==> src/rtl/hamming_tx_serializer.sv <==
// Hamming codeword serializer: a small FIFO feeds a start/data/stop framer.
// tx idles high; each frame is 0, codeword bits 0..N-1, then 1, each bit held BIT_TICKS clocks.
module hamming_tx_serializer #(
    parameter int N         = 7,
    parameter int DEPTH     = 4,
    parameter int BIT_TICKS = 2
) (
    input  logic         clk,
    input  logic         reset,
    input  logic [0:N-1] byte_in,
    input  logic         ready,
    output logic         tx,
    output logic         busy,
    output logic         fifo_full,
    output logic         overflow,
    output logic [7:0]   sent_cnt
);
    localparam int AW = (DEPTH > 1) ? $clog2(DEPTH) : 1;
    localparam int CW = AW + 1;
    localparam int TW = (BIT_TICKS > 1) ? $clog2(BIT_TICKS) : 1;
    localparam int IW = (N > 1) ? $clog2(N) : 1;
    localparam logic [CW-1:0] CNT_FULL  = CW'(DEPTH);
    localparam logic [CW-1:0] CNT_ZERO  = {CW{1'b0}};
    localparam logic [CW-1:0] CNT_ONE   = CW'(1);
    localparam logic [AW-1:0] PTR_ONE   = AW'(1);
    localparam logic [TW-1:0] TICK_LOAD = TW'(BIT_TICKS - 1);
    localparam logic [TW-1:0] TICK_ZERO = {TW{1'b0}};
    localparam logic [TW-1:0] TICK_ONE  = TW'(1);
    localparam logic [IW-1:0] IDX_LAST  = IW'(N - 1);
    localparam logic [IW-1:0] IDX_ZERO  = {IW{1'b0}};
    localparam logic [IW-1:0] IDX_ONE   = IW'(1);

    typedef enum logic [1:0] {
        IDLE  = 2'd0,
        START = 2'd1,
        DATA  = 2'd2,
        STOP  = 2'd3
    } state_t;

    state_t         state_q, state_d;
    logic [TW-1:0]  tick_q, tick_d;
    logic [IW-1:0]  idx_q, idx_d;
    logic [0:N-1]   shift_q, shift_d;
    logic [0:N-1]   mem_q [DEPTH];
    logic [0:N-1]   mem_d [DEPTH];
    logic [AW-1:0]  wr_ptr_q, wr_ptr_d;
    logic [AW-1:0]  rd_ptr_q, rd_ptr_d;
    logic [CW-1:0]  count_q, count_d;
    logic           full_q, full_d;
    logic           ovf_q, ovf_d;
    logic [7:0]     sent_q, sent_d;
    logic           tx_q, tx_d;
    logic           busy_q, busy_d;
    logic           push_s;
    logic           pop_s;

    // Framer next-state: bit timing, head-of-FIFO pop and frame counting.
    always_comb begin
        state_d = state_q;
        tick_d  = tick_q;
        idx_d   = idx_q;
        shift_d = shift_q;
        sent_d  = sent_q;
        pop_s   = 1'b0;
        case (state_q)
            IDLE: begin
                if (count_q != CNT_ZERO) begin
                    pop_s   = 1'b1;
                    shift_d = mem_q[rd_ptr_q];
                    tick_d  = TICK_LOAD;
                    state_d = START;
                end else begin
                    state_d = IDLE;
                end
            end
            START: begin
                if (tick_q != TICK_ZERO) begin
                    tick_d = tick_q - TICK_ONE;
                end else begin
                    tick_d  = TICK_LOAD;
                    idx_d   = IDX_ZERO;
                    state_d = DATA;
                end
            end
            DATA: begin
                if (tick_q != TICK_ZERO) begin
                    tick_d = tick_q - TICK_ONE;
                end else begin
                    tick_d = TICK_LOAD;
                    if (idx_q == IDX_LAST) begin
                        state_d = STOP;
                    end else begin
                        idx_d = idx_q + IDX_ONE;
                    end
                end
            end
            STOP: begin
                if (tick_q != TICK_ZERO) begin
                    tick_d = tick_q - TICK_ONE;
                end else begin
                    sent_d = sent_q + 8'd1;
                    // Chain straight into the next frame so the line never idles between words.
                    if (count_q != CNT_ZERO) begin
                        pop_s   = 1'b1;
                        shift_d = mem_q[rd_ptr_q];
                        tick_d  = TICK_LOAD;
                        state_d = START;
                    end else begin
                        state_d = IDLE;
                    end
                end
            end
            default: begin
                state_d = IDLE;
                tick_d  = TICK_ZERO;
                idx_d   = IDX_ZERO;
            end
        endcase
    end

    // Line level for the coming cycle, taken from the next state so tx comes straight off a flop.
    always_comb begin
        tx_d   = 1'b1;
        busy_d = (state_d != IDLE);
        case (state_d)
            IDLE:    tx_d = 1'b1;
            START:   tx_d = 1'b0;
            DATA:    tx_d = shift_d[idx_d];
            STOP:    tx_d = 1'b1;
            default: tx_d = 1'b1;
        endcase
    end

    // FIFO bookkeeping; acceptance uses the registered full flag, so a same-edge pop cannot rescue a write.
    always_comb begin
        push_s   = ready & ~full_q;
        mem_d    = mem_q;
        wr_ptr_d = wr_ptr_q;
        rd_ptr_d = rd_ptr_q;
        count_d  = count_q;
        ovf_d    = ovf_q | (ready & full_q);
        if (push_s) begin
            mem_d[wr_ptr_q] = byte_in;
            wr_ptr_d        = wr_ptr_q + PTR_ONE;
        end else begin
            wr_ptr_d = wr_ptr_q;
        end
        if (pop_s) begin
            rd_ptr_d = rd_ptr_q + PTR_ONE;
        end else begin
            rd_ptr_d = rd_ptr_q;
        end
        case ({push_s, pop_s})
            2'b10:   count_d = count_q + CNT_ONE;
            2'b01:   count_d = count_q - CNT_ONE;
            default: count_d = count_q;
        endcase
        full_d = (count_d == CNT_FULL);
    end

    // State and output registers.
    always_ff @(posedge clk or posedge reset) begin
        if (reset) begin
            state_q  <= IDLE;
            tick_q   <= TICK_ZERO;
            idx_q    <= IDX_ZERO;
            shift_q  <= {N{1'b0}};
            wr_ptr_q <= {AW{1'b0}};
            rd_ptr_q <= {AW{1'b0}};
            count_q  <= CNT_ZERO;
            full_q   <= 1'b0;
            ovf_q    <= 1'b0;
            sent_q   <= 8'd0;
            tx_q     <= 1'b1;
            busy_q   <= 1'b0;
            for (int i = 0; i < DEPTH; i++) begin
                mem_q[i] <= {N{1'b0}};
            end
        end else begin
            state_q  <= state_d;
            tick_q   <= tick_d;
            idx_q    <= idx_d;
            shift_q  <= shift_d;
            wr_ptr_q <= wr_ptr_d;
            rd_ptr_q <= rd_ptr_d;
            count_q  <= count_d;
            full_q   <= full_d;
            ovf_q    <= ovf_d;
            sent_q   <= sent_d;
            tx_q     <= tx_d;
            busy_q   <= busy_d;
            mem_q    <= mem_d;
        end
    end

    assign tx        = tx_q;
    assign busy      = busy_q;
    assign fifo_full = full_q;
    assign overflow  = ovf_q;
    assign sent_cnt  = sent_q;

endmodule

==> config.mk <==
export PLATFORM = sky130hd
export DESIGN_NAME = hamming_tx_serializer
export DESIGN_NICKNAME = d
export VERILOG_FILES = /design/src/rtl/hamming_tx_serializer.sv
export SDC_FILE = /design/constraint.sdc
export NUM_CORES = 1
export LEC_CHECK = 0
export ABC_CLOCK_PERIOD_IN_PS = 2400
export BUFFER_PORTS_ARGS = -buffer_cell sky130_fd_sc_hd__buf_2
export CORE_AREA = 2 2 90 92
export CTS_CLUSTER_DIAMETER = 50
export DETAILED_ROUTE_END_ITERATION = 10
export DIE_AREA = 0 0 92 94
export PLACE_DENSITY = 0.55
export SLEW_MARGIN = 15
export SYNTH_ARGS = -nofsm -noshare
export SYNTH_HDL_FRONTEND = slang
export SYNTH_SLANG_ARGS = --single-unit
==> constraint.sdc <==
create_clock -name clk -period 2.4 [get_ports clk]
set_input_delay 0.48 -clock clk [delete_from_list [all_inputs] [get_ports clk]]
set_output_delay 0.48 -clock clk [all_outputs]
set_load 0.01 [all_outputs]
Word level (Yosys, flattened, before mapping)
Cells that the tools add are included.

operators by class
  reduce and logical (&&, ||, !) cells = 8
  bitwise logic cells = 8
  equality and inequality tests = 11
  $lt $le $gt $ge = 4
  mux-type cells = 31
  add/subtract/negate cells = 7

operators by type and width
  cell                                                              number
  7-bit two-way mux                                                 5
  28-bit bitwise mux                                                1
  7-bit binary-select mux with 2-bit select                         1
  7-bit demux with 2-bit select                                     1
  7-bit case mux with 2 select lines                                1
  3-bit case mux with 2 select lines                                2
  2-bit == test (second input constant)                             5
  3-bit two-way mux                                                 3
  8-bit by 1-bit adder with 8-bit output (second input constant)    1
  1-bit two-way mux                                                 8
  2-bit two-way mux                                                 4
  2-bit case mux with 4 select lines                                1
  3-bit by 1-bit adder with 3-bit output (second input constant)    2
  2-bit by 1-bit == test with 1-bit output (second input constant)  3
  3-bit == test (second input constant)                             2
  3-bit >= comparator (second input constant)                       2
  2-bit inverter with 3-bit output                                  2
  1-bit case mux with 3 select lines                                2
  2-bit by 1-bit adder with 2-bit output (second input constant)    2
  4-bit >= comparator (second input constant)                       1
  2-bit zero test                                                   2
  3-bit inverter with 4-bit output                                  1
  2-bit OR reduction                                                2
  1-bit binary-select mux with 3-bit select                         1
  other kinds (12)                                                  14

storage, ports and cells
  register bits = 60

Logic depth before layout (Yosys ltp)
  depth in word-level cells = 11
  gate-level depth with buffers = 12

Least setup slack after synthesis
Ideal clock, no wire load.

  kind = reg-to-reg
  from = register state_q[0]
  to = register full_q, in the netlist fifo_full
  required time = 2.312 ns
  library setup time = 0.088 ns
  setup slack = -0.081 ns
  arrival = 2.393 ns
  stages on the path, launching flop included = 13
  path through = dfrtp_1 > inv_1 > ha_1 > inv_1 > o211a_1 > buf_2 > ha_1 > inv_1 > fa_1 > xor2_1 > nor2_1 > xor2_1 > nor3b_1

between the ends
  cells in the longest elaborated chain, start to end = 5
  elaborated cells between the ends (all ways) = 7

RTL lines
  item                                                                              line  RTL
  from (decl)                                                                       40    state_t state_q, state_d;
  from (signal assigned)                                                            180   state_q <= state_d;
  2-bit == test / 2-bit zero test (equally long branches)                           65    case (state_q)
  1-bit case mux with 2 select lines (*)                                            65
  via pop_s                                                                         55    logic pop_s;
  2-bit by 1-bit == test with 1-bit output / 2-bit == test (equally long branches)  153   case ({push_s, pop_s})
  3-bit case mux with 2 select lines (*)                                            153
  via count_d[2]                                                                    48    logic [CW-1:0] count_q, count_d;
  3-bit == test (*)                                                                 158   full_d = (count_d == CNT_FULL);
  via full_d                                                                        49    logic full_q, full_d;
  to (signal assigned)                                                              187   full_q <= full_d;
  to (decl)                                                                         49

Mark *: on every way through the listed nets, which the timed path passes. The rest lies on a longest branch.
A chain may end at the register's enable or synchronous reset.

Final worst setup path
  from = register state_q[0]
  to = register tx_q, in the netlist tx

between the ends
  cells in the longest elaborated chain, start to end = 7
  elaborated cells between the ends (all ways) = 21

RTL lines
  item                                                                              line  RTL
  2-bit == test / 2-bit by 1-bit == test with 1-bit output (equally long branches)  65
  3-bit case mux with 2 select lines                                                65
  3-bit inverter with 4-bit output (not written as such)                            128   DATA: tx_d = shift_d[idx_d];
  1-bit binary-select mux with 3-bit select                                         128
  1-bit two-way mux (not written as such) (2 in series)                             128
  1-bit case mux with 3 select lines (*)                                            125   case (state_d)
  via tx_d                                                                          52    logic tx_q, tx_d;
  to (signal assigned)                                                              190   tx_q <= tx_d;
  to (decl)                                                                         52

Mark *: on every way through the listed nets, which the timed path passes. The rest lies on a longest branch. The select of a mux whose other input is x is not followed.

==> metrics.cfg <==
[outcome]
status=finished clean

[sta]
whs_ps=172
fin_skew_ps=10.2
fmax_ghz=0.436
hold_viol_final=0
tightestPinTransition_ps=403
period_minus_slack_ps=2290
fin_crit_sh_pct=95.5
setup_viol=0
slew_viol_final=0
slew_headroom_pct=73.1
setup_ws_ps=107
fin_setup_tns_ps=0

[yosys]
ys_seq_area_share_pct=50.9
synth_nets=252
synth.ff_latch_count=60
syn-instance-count=225
synth-warning-count=0
yosysTopAreaCellShare_pct=50.0
synth_top_area_cell=dfrtp_1
synth_top_flop_cell=dfrtp_1
synth_cell_types=45
syn-cell-area_sq_um=2950
synth_edf_count=0
async_reset_ff_share_pct=100
synth.avg_cell_area_sq_um=13.1
synthTopCellsByArea=dfrtp_1 50%, mux2_2 12%, ha_1 6.8%

[setup_path]
worstPathArrival_ps=2560
crit_fanout=7
critPathLaunchType=flip-flop
cp-end-kind=flip-flop
path_class=reg -> reg
crit_required_ps=2660

[final_layout]
fin_area_sq_um=3540
post_route_cells_drive_above_1_share_pct=36.9
nNetsFinal=293
multiInputGateArea_sq_um=1370
stdcell_count=373
diodes=0
regArea_sq_um=1500
fillCellCount=711
layout_commonest_cell=dfrtp_1
layout_common_cells=59 x dfrtp_1, 31 x mux2_2, 21 x buf_2
area_growth_pct=20.1

[clock_tree]
htreeDepth=3
cts_sinks=60
cts_hold_buf=0
cts.clk_slew.worst_paths_ps=70
cts_inserted_buffers=9
cts_max_path_buffers=2
tritoncts=done
worstSkewPairLatency_ps=350
cts-root-buf=clkbuf_8

[global_routing]
antenna_found_initial=0
grt_remaining_overflow=0
track_usage_pct=14.2
grt_pass1_vias=1872
grt_pass1_wl_microns=9350
grt_max_degree=61

[drt]
wl_per_cell_microns=14.7
drc=0
vias=1855
finalWirelength_microns=5500
vias_per_cell=4.97
drt_iter0_drc=56
ant_nets=0
firstDrtPassIters=4

[placed_design]
gp_congestion=0.783
place_hpwl_microns=3780
placed_area_sq_um=3260
dp_slack_ps=-46.6
portBuffers=21
dp.cells=353

[floorplan]
core_sq_um=7610
start_util_pct=38.8
fp.dieArea_sq_um=8650
io_pins=22
fp.dieW_microns=92
fp.dieH_microns=94
rows=32

[power_and_ir_drop]
leakage_nw=1.67
powerDensity_nw_per_um2=1420
irDropWorstVdd_v=0.000637

[worst_hold_path]
hp-class=in -> async

[run]
max_cap_viol_count=0

[final timing paths]
path                       slack [ps]          end  depth (start not counted)  startpoint
min                               170  sent_cnt[1]                          3       reset
max reg2reg                       110           tx                          9  state_q[0]
min in group clk                  350     overflow                          2       ready
max                               110           tx                          9  state_q[0]
min reg2reg                       450     overflow                          1    overflow
max in group asynchronous        1900           tx                          3       reset
[worst max-delay path, stage by stage (launching register included)]
cell and delay, ps:
dfrtp_1 430, inv_2 90, buf_4 140, ha_1 260
o21ai_0 270, a21boi_0 180, a2111o_1 350, mux2_2 280
o211ai_2 130, a211oi_1 90
[synthesized netlist by cell type, types with 2 or more instances]
library cell   n
ha_1          16
xor2_1         6
o21ai_0        7
nand2_1       12
dfrtp_1       59
nand3_1        2
a21o_1         2
nand4_1        2
mux4_1         6
nor2_1         9
xnor2_1        7
a22o_1         5
mux2_2        31
inv_1         19
buf_2          3
nor3b_1        2
nor2b_1        3
a21oi_1        3
a211oi_1       4
clkbuf_1       2
[layout make-up]
| cell class | count | share of cell area [%] |
|---|---|---|
| sequential | 60 | 42.4 |
| clock buffer | 10 | 3.60 |
| multi-input combinational | 140 | 38.7 |
| tap | 102 | 3.60 |
| clock inverter | 6 | 3.18 |
| inverter | 19 | 2.01 |
| timing repair buffer | 36 | 6.49 |
[routing by layer]
| metal | share of wire [%] | wire length [microns] | global-route usage (%) | up-vias |
|---|---|---|---|---|
| met2 | 46 | 2540 | 21.8 | 25 |
| li1 | - | - | - | 896 |
| met1 | 47 | 2610 | 18.4 | 922 |
| met4 | 2.7 | 148 | 7.34 | 0 |
| met5 | 0 | 0 | 0 | - |
| met3 | 3.5 | 194 | 4.09 | 12 |
[cells by family after synthesis]
kind of cell | after synthesis | synth area share [%]
xor+xnor | 13 | 3.86
fa+ha+maj | 17 | 7.46
mux | 38 | 17.9
flops | 60 | 50.9
simple gates | 34 | 5.85
buf+inv | 25 | 3.56
compound gates | 38 | 10.4
[report_power, final]
group          leakage, nW  internal (mW)  switching (mW)
sequential           0.739           1.44           0.266
clock                0.120          0.692           0.414
combinational        0.813           1.19            1.01
[registers in the layout (all words and copies together) (netlist names), 2 cells and up]
signal    count
mem_q        28
count_q       3
idx_q         3
shift_q       7
rd_ptr_q      2
state_q       2
wr_ptr_q      2
sent_cnt      8
[through the flow]
| stage | utilization, % | total power [mW] |
|---|---|---|
| 6_report | 46.6 | 5.02 |
| 5_1_grt | 46.6 | 5.43 |
| 4_1_cts | 46.0 | 4.97 |
| 3_5_place_dp | 42.8 | 3.85 |
| 3_3_place_gp | 42.8 | 3.81 |
| 2_1_floorplan | - | 3.31 |
[timing repair]
action | in CTS | in global routing
pin swaps | 0 | 4
gates resized for setup | 1 | 7
buffers inserted | 0 | 4
endpoints found under the setup margin | 1 | 2
No activity file was read; power rests on OpenSTA's default activity.
